===== src/rtl/jtopl_snd_pkg.sv =====
// Shared constants for the jtopl sound path: default widths, the drop counter
// width and the saturation limits also used by the accumulator.
package jtopl_snd_pkg;

  localparam int OUTW_DEF  = 16;
  localparam int DEPTH_DEF = 4;
  localparam int DCK_DEF   = 8;
  localparam int DROPW     = 8;

  localparam logic signed [OUTW_DEF-1:0] PLUS_INF  = 16'sh7FFF;
  localparam logic signed [OUTW_DEF-1:0] MINUS_INF = 16'sh8000;

endpackage


===== src/rtl/jtopl_snd_fifo_if.sv =====
// Sample handshake between the sound FIFO (master) and the mixer/DAC (slave).
interface jtopl_snd_fifo_if
  import jtopl_snd_pkg::*;
#(
  parameter int OUTW = OUTW_DEF
);

  logic signed [OUTW-1:0] dout;
  logic                   dout_valid;
  logic                   dout_ready;

  modport master (
    output dout,
    output dout_valid,
    input  dout_ready
  );

  modport slave (
    input  dout,
    input  dout_valid,
    output dout_ready
  );

endinterface


===== src/rtl/jtopl_snd_dcblk.sv =====
// One-pole DC blocker y = x - x_prev + y_prev - (y_prev >>> DCK), saturated to OUTW.
// Output is combinational; filter state advances only when cap_i is high.
module jtopl_snd_dcblk
  import jtopl_snd_pkg::*;
#(
  parameter int OUTW = OUTW_DEF,
  parameter int DCK  = DCK_DEF
) (
  input  logic                   clk,
  input  logic                   rst_n,
  input  logic                   cap_i,
  input  logic signed [OUTW-1:0] x_i,
  output logic signed [OUTW-1:0] y_o
);

  localparam int W = OUTW + 2;
  localparam logic signed [W-1:0] Y_MAX = W'({1'b0, {(OUTW-1){1'b1}}});
  localparam logic signed [W-1:0] Y_MIN = ~Y_MAX;

  logic signed [OUTW-1:0] xp_q, yp_q;
  logic signed [W-1:0]    x_e, xp_e, yp_e, sum;

  assign x_e  = {{2{x_i[OUTW-1]}}, x_i};
  assign xp_e = {{2{xp_q[OUTW-1]}}, xp_q};
  assign yp_e = {{2{yp_q[OUTW-1]}}, yp_q};

  // Two guard bits hold the worst case |x - x_prev| + |y_prev| without wrap.
  assign sum = x_e - xp_e + yp_e - (yp_e >>> DCK);

  always_comb begin
    y_o = sum[OUTW-1:0];
    if (sum > Y_MAX) begin
      y_o = Y_MAX[OUTW-1:0];
    end else if (sum < Y_MIN) begin
      y_o = Y_MIN[OUTW-1:0];
    end
  end

  always_ff @(posedge clk or negedge rst_n) begin
    if (!rst_n) begin
      xp_q <= '0;
      yp_q <= '0;
    end else if (cap_i) begin
      xp_q <= x_i;
      yp_q <= y_o;
    end
  end

endmodule


===== src/rtl/jtopl_snd_fifo.sv =====
// Captures accumulator samples on the sample boundary and buffers them for the mixer.
// Define JTOPL_SND_DCBLOCK_EN to insert the DC blocker ahead of the FIFO.
module jtopl_snd_fifo
  import jtopl_snd_pkg::*;
#(
  parameter int OUTW  = OUTW_DEF,
  parameter int DEPTH = DEPTH_DEF,
  parameter int AW    = $clog2(DEPTH),
  parameter int DCK   = DCK_DEF
) (
  input  logic                   clk,
  input  logic                   rst_n,
  input  logic                   cenop,
  input  logic                   zero,
  input  logic signed [OUTW-1:0] snd,
  jtopl_snd_fifo_if.master       dout_if,
  output logic [AW:0]            level,
  output logic [DROPW-1:0]       drop_cnt,
  input  logic                   drop_clr
);

  localparam logic [AW:0] LVL_FULL = (AW+1)'(DEPTH);

  if (DEPTH < 2 || (DEPTH & (DEPTH - 1)) != 0 || (1 << AW) != DEPTH) begin : g_bad_depth
    $error("jtopl_snd_fifo: DEPTH must be a power of two >= 2 and equal 2**AW");
  end
  if (DCK < 1 || DCK >= OUTW) begin : g_bad_dck
    $error("jtopl_snd_fifo: DCK must lie in 1..OUTW-1");
  end

  logic                   cap_q;
  logic [AW-1:0]          wr_ptr_q, wr_ptr_d;
  logic [AW-1:0]          rd_ptr_q, rd_ptr_d;
  logic [AW:0]            level_q, level_d;
  logic [AW:0]            arr_cnt;
  logic signed [OUTW-1:0] dout_q, dout_d;
  logic                   dout_valid_q, dout_valid_d;
  logic [DROPW-1:0]       drop_q, drop_d;
  logic signed [OUTW-1:0] wdata;
  logic [OUTW-1:0]        mem_q [DEPTH];
  logic                   pop, wr_en, out_load;

`ifdef JTOPL_SND_DCBLOCK_EN
  jtopl_snd_dcblk #(
    .OUTW (OUTW),
    .DCK  (DCK)
  ) u_dcblk (
    .clk   (clk),
    .rst_n (rst_n),
    .cap_i (cap_q),
    .x_i   (snd),
    .y_o   (wdata)
  );
`else
  assign wdata = snd;
`endif

  assign pop      = dout_valid_q && dout_if.dout_ready;
  // A pop in the same cycle frees a slot, so a full FIFO still accepts the sample.
  assign wr_en    = cap_q && ((level_q != LVL_FULL) || pop);
  assign arr_cnt  = level_q - (AW+1)'(dout_valid_q);
  assign out_load = (!dout_valid_q || pop) && (arr_cnt != '0);

  always_comb begin
    wr_ptr_d     = wr_ptr_q;
    rd_ptr_d     = rd_ptr_q;
    level_d      = level_q;
    dout_d       = dout_q;
    dout_valid_d = dout_valid_q;
    drop_d       = drop_q;

    if (wr_en) begin
      wr_ptr_d = wr_ptr_q + 1'b1;
    end

    if (out_load) begin
      rd_ptr_d     = rd_ptr_q + 1'b1;
      dout_d       = mem_q[rd_ptr_q];
      dout_valid_d = 1'b1;
    end else if (pop) begin
      dout_valid_d = 1'b0;
    end

    case ({wr_en, pop})
      2'b10:   level_d = level_q + 1'b1;
      2'b01:   level_d = level_q - 1'b1;
      default: level_d = level_q;
    endcase

    if (drop_clr) begin
      drop_d = '0;
    end else if (cap_q && !wr_en && (drop_q != '1)) begin
      drop_d = drop_q + 1'b1;
    end
  end

  always_ff @(posedge clk) begin
    if (wr_en) begin
      mem_q[wr_ptr_q] <= wdata;
    end
  end

  always_ff @(posedge clk or negedge rst_n) begin
    if (!rst_n) begin
      cap_q        <= 1'b0;
      wr_ptr_q     <= '0;
      rd_ptr_q     <= '0;
      level_q      <= '0;
      dout_q       <= '0;
      dout_valid_q <= 1'b0;
      drop_q       <= '0;
    end else begin
      cap_q        <= cenop && zero;
      wr_ptr_q     <= wr_ptr_d;
      rd_ptr_q     <= rd_ptr_d;
      level_q      <= level_d;
      dout_q       <= dout_d;
      dout_valid_q <= dout_valid_d;
      drop_q       <= drop_d;
    end
  end

  assign dout_if.dout       = dout_q;
  assign dout_if.dout_valid = dout_valid_q;
  assign level              = level_q;
  assign drop_cnt           = drop_q;

endmodule


===== src/flat_wrapper.sv =====
// flat-port wrapper written by rule: the top's interface ports become plain ports
module jtopl_snd_fifo_flat import jtopl_snd_pkg::*;
#(
  parameter int OUTW  = OUTW_DEF,
  parameter int DEPTH = DEPTH_DEF,
  parameter int AW    = $clog2(DEPTH),
  parameter int DCK   = DCK_DEF
)
  (clk, rst_n, cenop, zero, snd, level, drop_cnt, drop_clr, dout_if_dout, dout_if_dout_valid, dout_if_dout_ready);
  jtopl_snd_fifo_if #(.OUTW(OUTW)) dout_if_i ();
  input  logic clk;
  input  logic rst_n;
  input  logic cenop;
  input  logic zero;
  input  logic signed [OUTW-1:0] snd;
  output logic [AW:0] level;
  output logic [DROPW-1:0] drop_cnt;
  input  logic drop_clr;
  output wire logic [$bits(dout_if_i.dout)-1:0] dout_if_dout;
  output wire logic [$bits(dout_if_i.dout_valid)-1:0] dout_if_dout_valid;
  input wire logic [$bits(dout_if_i.dout_ready)-1:0] dout_if_dout_ready;
  assign dout_if_dout = dout_if_i.dout;
  assign dout_if_dout_valid = dout_if_i.dout_valid;
  assign dout_if_i.dout_ready = dout_if_dout_ready;
  jtopl_snd_fifo #(.OUTW(OUTW), .DEPTH(DEPTH), .AW(AW), .DCK(DCK)) u_core (.clk(clk), .rst_n(rst_n), .cenop(cenop), .zero(zero), .snd(snd), .dout_if(dout_if_i), .level(level), .drop_cnt(drop_cnt), .drop_clr(drop_clr));
endmodule

===== config.mk =====
export PLATFORM = sky130hd
export DESIGN_NAME = jtopl_snd_fifo_flat
export DESIGN_NICKNAME = d
export VERILOG_FILES = /design/src/rtl/jtopl_snd_pkg.sv /design/src/rtl/jtopl_snd_fifo_if.sv /design/src/rtl/jtopl_snd_dcblk.sv /design/src/rtl/jtopl_snd_fifo.sv /design/src/flat_wrapper.sv
export SDC_FILE = /design/constraint.sdc
export NUM_CORES = 1
export LEC_CHECK = 0
export ABC_AREA = 1
export CORE_MARGIN = 4
export CORE_UTILIZATION = 60
export DETAILED_ROUTE_END_ITERATION = 12
export DONT_BUFFER_PORTS = 1
export HOLD_SLACK_MARGIN = 0.02
export PLACE_DENSITY = 0.83
export RECOVER_POWER = 50
export SETUP_SLACK_MARGIN = 0.2
export SLEW_MARGIN = 10
export SYNTH_ARGS = -nofsm -noshare
export SYNTH_HDL_FRONTEND = slang
export SYNTH_SLANG_ARGS = --single-unit

===== constraint.sdc =====
create_clock -name clk -period 2.5 [get_ports clk]
set_clock_uncertainty 0.15 [all_clocks]
set_input_delay 0.5 -clock clk [delete_from_list [all_inputs] [get_ports clk]]
set_output_delay 0.5 -clock clk [all_outputs]
set_load 0.01 [all_outputs]

Word-level counts from Yosys, hierarchy flattened
Memory sizes are Yosys's and may differ from the RTL's. A register that Yosys moved wholly into a read port is not among the register bits.
Index checks and enable logic that the tools add are counted.
Widths: inputs -> output; s select.
{ "op_classes": {"muxes": 7, "n_addsub": 6, "n_reduce_logical": 15, "eq_ne": 4} }
{ "op_table": {"columns": ["operator", "n"], "rows": [
  ["$mux 8", 2],
  ["$add 8x1->8 const B", 1],
  ["$ne 8x8->1 const B", 1],
  ["$logic_and 1x1->1", 6],
  ["$pmux 3 s2", 1],
  ["$reduce_bool 2->1", 3],
  ["$add 2x1->2 const B", 2],
  ["$mux 1", 4],
  ["$add 3x1->3 const B", 1],
  ["$logic_not 1->1", 3],
  ["$ne 3x3->1 const B", 1],
  ["$reduce_bool 3->1", 1],
  ["$sub 3x1->3", 1],
  ["$sub 3x1->3 const B", 1],
  ["$eq 2x1->1 const B", 1],
  ["$eq 2x2->1 const B", 1],
  ["$logic_or 1x1->1", 2]
]} }
{ "word_totals": {"output_inout_bits": 28, "input_bits": 22, "ram_bits": 64, "ff_bits": 17, "n_memories": 1, "wordCells": 39} }
{ "mem_list": {"columns": ["name", "words", "word_bits", "rd", "rd_ports_with_merged_regs", "wr", "line", "source"], "rows": [
  ["u_core.mem_q", 4, 16, 1, 1, 1, "jtopl_snd_fifo.sv:40", "logic [OUTW-1:0] mem_q [DEPTH];"]
]} }

Longest topological paths before layout
{ "depth": {"depth_word": 8, "ltp_mapped": 10, "mapped_depth_nobuf": 9} }

Least setup slack after synthesis
OpenSTA, ideal clock, no wires.
{ "synth_path": {"path_type": "input to register", "startpoint": "input dout_if_dout_ready", "endpoint": "memory u_core.mem_q[0][0] (netlist name), enable pin", "setup_time_ns": 0.389, "required_ns": 1.961, "arrival_ns": 1.528, "setup_slack_ns": 0.433, "path_buffers": 0, "cell_stages": 4, "cell_sequence": "nand2_1 nand3_1 nand2_1 nor2_1"} }
{ "synth_between": {"elab_chain_len": 5} }
{ "synth_rtl": {"columns": ["element", "line", "source"], "rows": [
  ["start: declaration", "flat_wrapper.sv:21", "input wire logic [$bits(dout_if_i.dout_ready)-1:0] dout_if_dout_ready;"],
  ["$logic_and 1x1->1", "jtopl_snd_fifo.sv:58", "assign pop = dout_valid_q && dout_if.dout_ready;"],
  ["$logic_or 1x1->1", "jtopl_snd_fifo.sv:60", "assign wr_en = cap_q && ((level_q != LVL_FULL) || pop);"],
  ["$logic_and 1x1->1", "jtopl_snd_fifo.sv:60", null],
  ["$mux 1", "jtopl_snd_fifo.sv:98", "if (wr_en) begin"],
  ["$mux 1 (not written as such)", "jtopl_snd_fifo.sv:99", "mem_q[wr_ptr_q] <= wdata;"],
  ["end: declaration", "jtopl_snd_fifo.sv:40", null]
]} }
No other way between the ends.

Final worst setup path
{ "layout_path": {"startpoint": "register u_core.level_q[0] (netlist: u_core.level[0])", "endpoint": "register u_core.dout_q[3] (netlist: u_core.dout_if.dout[3]) (read register of u_core.mem_q)"} }
{ "layout_between": {"elab_chain_len": 3} }
{ "layout_rtl": {"columns": ["element", "line", "source"], "rows": [
  ["start: declaration", "jtopl_snd_fifo.sv:34", "logic [AW:0] level_q, level_d;"],
  ["start signal: assignment", "jtopl_snd_fifo.sv:116", "level_q <= level_d;"],
  ["$sub 3x1->3", "jtopl_snd_fifo.sv:61", "assign arr_cnt = level_q - (AW+1)'(dout_valid_q);"],
  ["$reduce_bool 3->1", "jtopl_snd_fifo.sv:62", "assign out_load = (!dout_valid_q || pop) && (arr_cnt != '0);"],
  ["$logic_and 1x1->1", "jtopl_snd_fifo.sv:62", null],
  ["end: declaration", "jtopl_snd_fifo.sv:36", "logic signed [OUTW-1:0] dout_q, dout_d;"]
]} }
No other way between the ends.
A chain may end at the register's enable or synchronous reset.

==> results.cfg <==
[route]
wl_per_cell_um = 16.29
drc = 0
drt_iter0_markers = 189
drt_pre_antenna_iters = 4
routed-via-count = 2567
routed_antenna_nets = 0
detail_route.wirelength_um = 7381
avg_vias_per_cell = 5.667

[sta]
clock.fmax_mhz = 493.1
worst_margin_slew_ns = 1.377
timing.setup.tns_ns = 0
final_max_slew_viol_count = 0
grt_setup_unrepaired = no
final_setup_violation_count = 0
timing_hold_violations_final = 0
post-route-period-util_pct = 81.12
max_slew_margin_pct = 8.063
layout_min_cycle_time_ns = 2.028

[floorplanning]
ioPinCount = 50
placeableCoreArea_um2 = 6422
die_height_um = 89.64
floorplan.initialDensity_pct = 62.26
die_area_um2 = 8034
horiz_die_dim_um = 89.64
rows = 29

[cts]
clock_latency_ns = 0.36
clk_pin_slew_worst_paths_ns = 0.09
post_cts_buffers = 0
ctsHtreeMaxLevel = 3
cts_max_path_buffers = 2
tritoncts_clock_tree = built
clk_root_buffer_cell = sky130_fd_sc_hd__clkbuf_8
cts_num_sinks = 97
cts_made_buffers = 9

[layout]
net_total_in_the_final_layout = 401
area.sequential_um2 = 2748
final_core_density_pct = 66.28
postLayoutCellArea_um2 = 4257
antenna_cells = 0
fill_cells = 473
post_route_cells_drive_above_1_share_pct = 6.649
syn_to_final_growth_pct = 6.446
combined_area_of_the_multi_input_logic_cells_um2 = 1067

[worst_setup_path]
cp_slowest_stage_delay_ns = 0.46
worst_ep_required_ns = 2.60
crit_slowest_cell = sky130_fd_sc_hd__dfrtp_1
critPathLaunchType = register
timing.critical_path.to_type = register
worstPathArrival_ns = 2.13
cp_num_buf_inv = 3
timing_worst_setup_path_type = register to register
cp_top_family = simple AND/OR/NAND/NOR gates
cp_max_fo = 20
path_cells = inv_1, ha_1, inv_1, nor2_1, nand3_1, nand2_2, inv_2, nand2_1, nand2_1

[placement]
dp_hpwl_um = 4907
placed_cell_area_um2 = 4069
place.gp.congestion = 0.8399
io_buffers = 0

[grt]
pin_count_of_the_biggest_net_entering_global_routing = 35
grt_pass1_wl_um = 12040
grt_antenna_before_repair = 0
gr-total-overflow = 0
first_global_vias = 2523
grt_util_all_layers_pct = 20.04

[synthesis]
synth_fp_nets = 394
ys_seq_elements = 97
ys_seq_area_share_pct = 68.71
synth_warnings = 0
yosysUniqueCellTypes = 25
mappedNetlistArea_um2 = 3999
syn-mean-instance-area_um2 = 10.96
syn_inst = 365

[power]
vdd_ir_drop_max_mv = 0.5857
power.share.switching_pct = 38.00
combinationalPowerShare_pct = 29.9
p_int_w = 0.002820
power_leakage_nw = 1.778
reported_net_switching_power_w = 0.001728
power.density_nw_per_um2 = 1069
design_power_total_w = 0.004549
p_seq_share_pct = 51.0
clkPwrFrac_pct = 19.1

[run]
max-cap-violations = 0

[status]
run_status = completed

[worst_hold_path]
worst_hold_path_type = input port to register
power by group through the flow:
| stage | clock network, W | logic (W) | registers [W] |
|---|---|---|---|
| 2_1_floorplan | 0 | 0.00108 | 0.00230 |
| 3_5_place_dp | 0 | 0.00135 | 0.00236 |
| 4_1_cts | 0.000887 | 0.00137 | 0.00232 |
| 5_1_grt | 0.000964 | 0.00159 | 0.00236 |
| 3_3_place_gp | 0 | 0.00129 | 0.00235 |
| 6_report | 0.000868 | 0.00136 | 0.00232 |
sequential cells by signal, summed over array words and instances, names as in the netlist:
register	flops
u_core.rd_ptr_q	2
u_core.level	3
u_core.cap_q	1
u_core.dout_if.dout	16
u_core.dout_if.dout_valid	1
u_core.wr_ptr_q	2
u_core.mem_q	64
u_core.drop_cnt	8
layout make-up:
class,count,share of cell area [%]
tap,77,2.263
clock inverter,6,0.9700
multi-input combinational,226,25.07
sequential,97,64.55
inverter,30,2.646
clock buffer,9,2.910
timing repair buffer,8,1.587
synthesized netlist by cell type, drive strengths merged:
master  count  share of area, %
a21oi       4              0.50
buf         7               1.2
clkbuf      5              0.56
dfrtp      33                21
edfxtp     64                48
fa          1              0.50
ha          6               1.9
inv        30               2.8
nand2      86               8.1
nand3      25               3.1
nand3b      1              0.19
nand4       1              0.16
nor2       47               4.5
o21ai      35               4.4
o21bai      1              0.19
o22ai      16               2.5
xor2        3              0.66
metal layers:
layer  vias to the layer above  global-route usage (%)  wire length (µm)
li1                       1244                       -                 -
met1                      1211                   25.12              3038
met2                        99                   32.51              3565
met3                        13                   7.391               666
met4                         0                   6.495               111
met5                         -                       0                 0
cells in the final DEF (no fill, tap or decap), drive strengths merged, types with 2 or more instances in the layout:
master,count
nor2,47
buf,6
inv,32
nand3,25
o21ai,35
dfrtp,33
o22ai,16
clkinvlp,2
clkinv,2
a21oi,4
clkbuf,9
nand2,86
xor2,3
edfxtp,64
ha,6
path summary, 6_finish.rpt:
kind / cells after the start / slack (ns) / end / from
min in group asynchronous: 2 / 0.86 / u_core.level[2] / rst_n
min: 0 / 0.08 / u_core.mem_q[1][9] / snd[9]
min reg2reg: 2 / 0.42 / u_core.dout_if.dout[2] / u_core.dout_if.dout[2]
max: 9 / 0.47 / u_core.dout_if.dout[3] / u_core.level[0]
max reg2reg: 9 / 0.47 / u_core.dout_if.dout[3] / u_core.level[0]
max in group asynchronous: 2 / 0.53 / u_core.rd_ptr_q[0] / rst_n
repair_timing:
item,in CTS,in global routing
resized for setup,0,0
hold buffers,2,0
hold endpoints to repair,33,0
worst reg2reg max path, cell delays in order, from the launching register on:
cell and delay (ns):
sky130_fd_sc_hd__dfrtp_1 0.46, sky130_fd_sc_hd__inv_1 0.13, sky130_fd_sc_hd__ha_1 0.28, sky130_fd_sc_hd__inv_1 0.04
sky130_fd_sc_hd__nor2_1 0.08, sky130_fd_sc_hd__nand3_1 0.08, sky130_fd_sc_hd__nand2_2 0.31, sky130_fd_sc_hd__inv_2 0.21
sky130_fd_sc_hd__nand2_1 0.13, sky130_fd_sc_hd__nand2_1 0.06
metrics by stage:
step / worst slack, ns / instances / hold WS, ns
CTS: 0.4688 / 453 / 0.07029
global route: 0.1595 / 453 / 0.05499
finish: 0.4721 / 453 / 0.08144
floorplan: 0.4333 / 365 / 0.05441
detailed placement: 0.4732 / 436 / 0.05516
global placement: 0.5782 / 436 / 0.05518
kinds of logic after synthesis:
kind of cell / after synthesis / synth area share (%)
AND/OR/NAND/NOR: 160 / 16.08
flip-flops: 97 / 68.71
AO/OA/AOI/OAI: 56 / 7.572
buffers and inverters: 42 / 4.599
adder cells (fa/ha/maj): 7 / 2.378
XOR/XNOR: 3 / 0.6572
(Power assumes the default switching activity.)
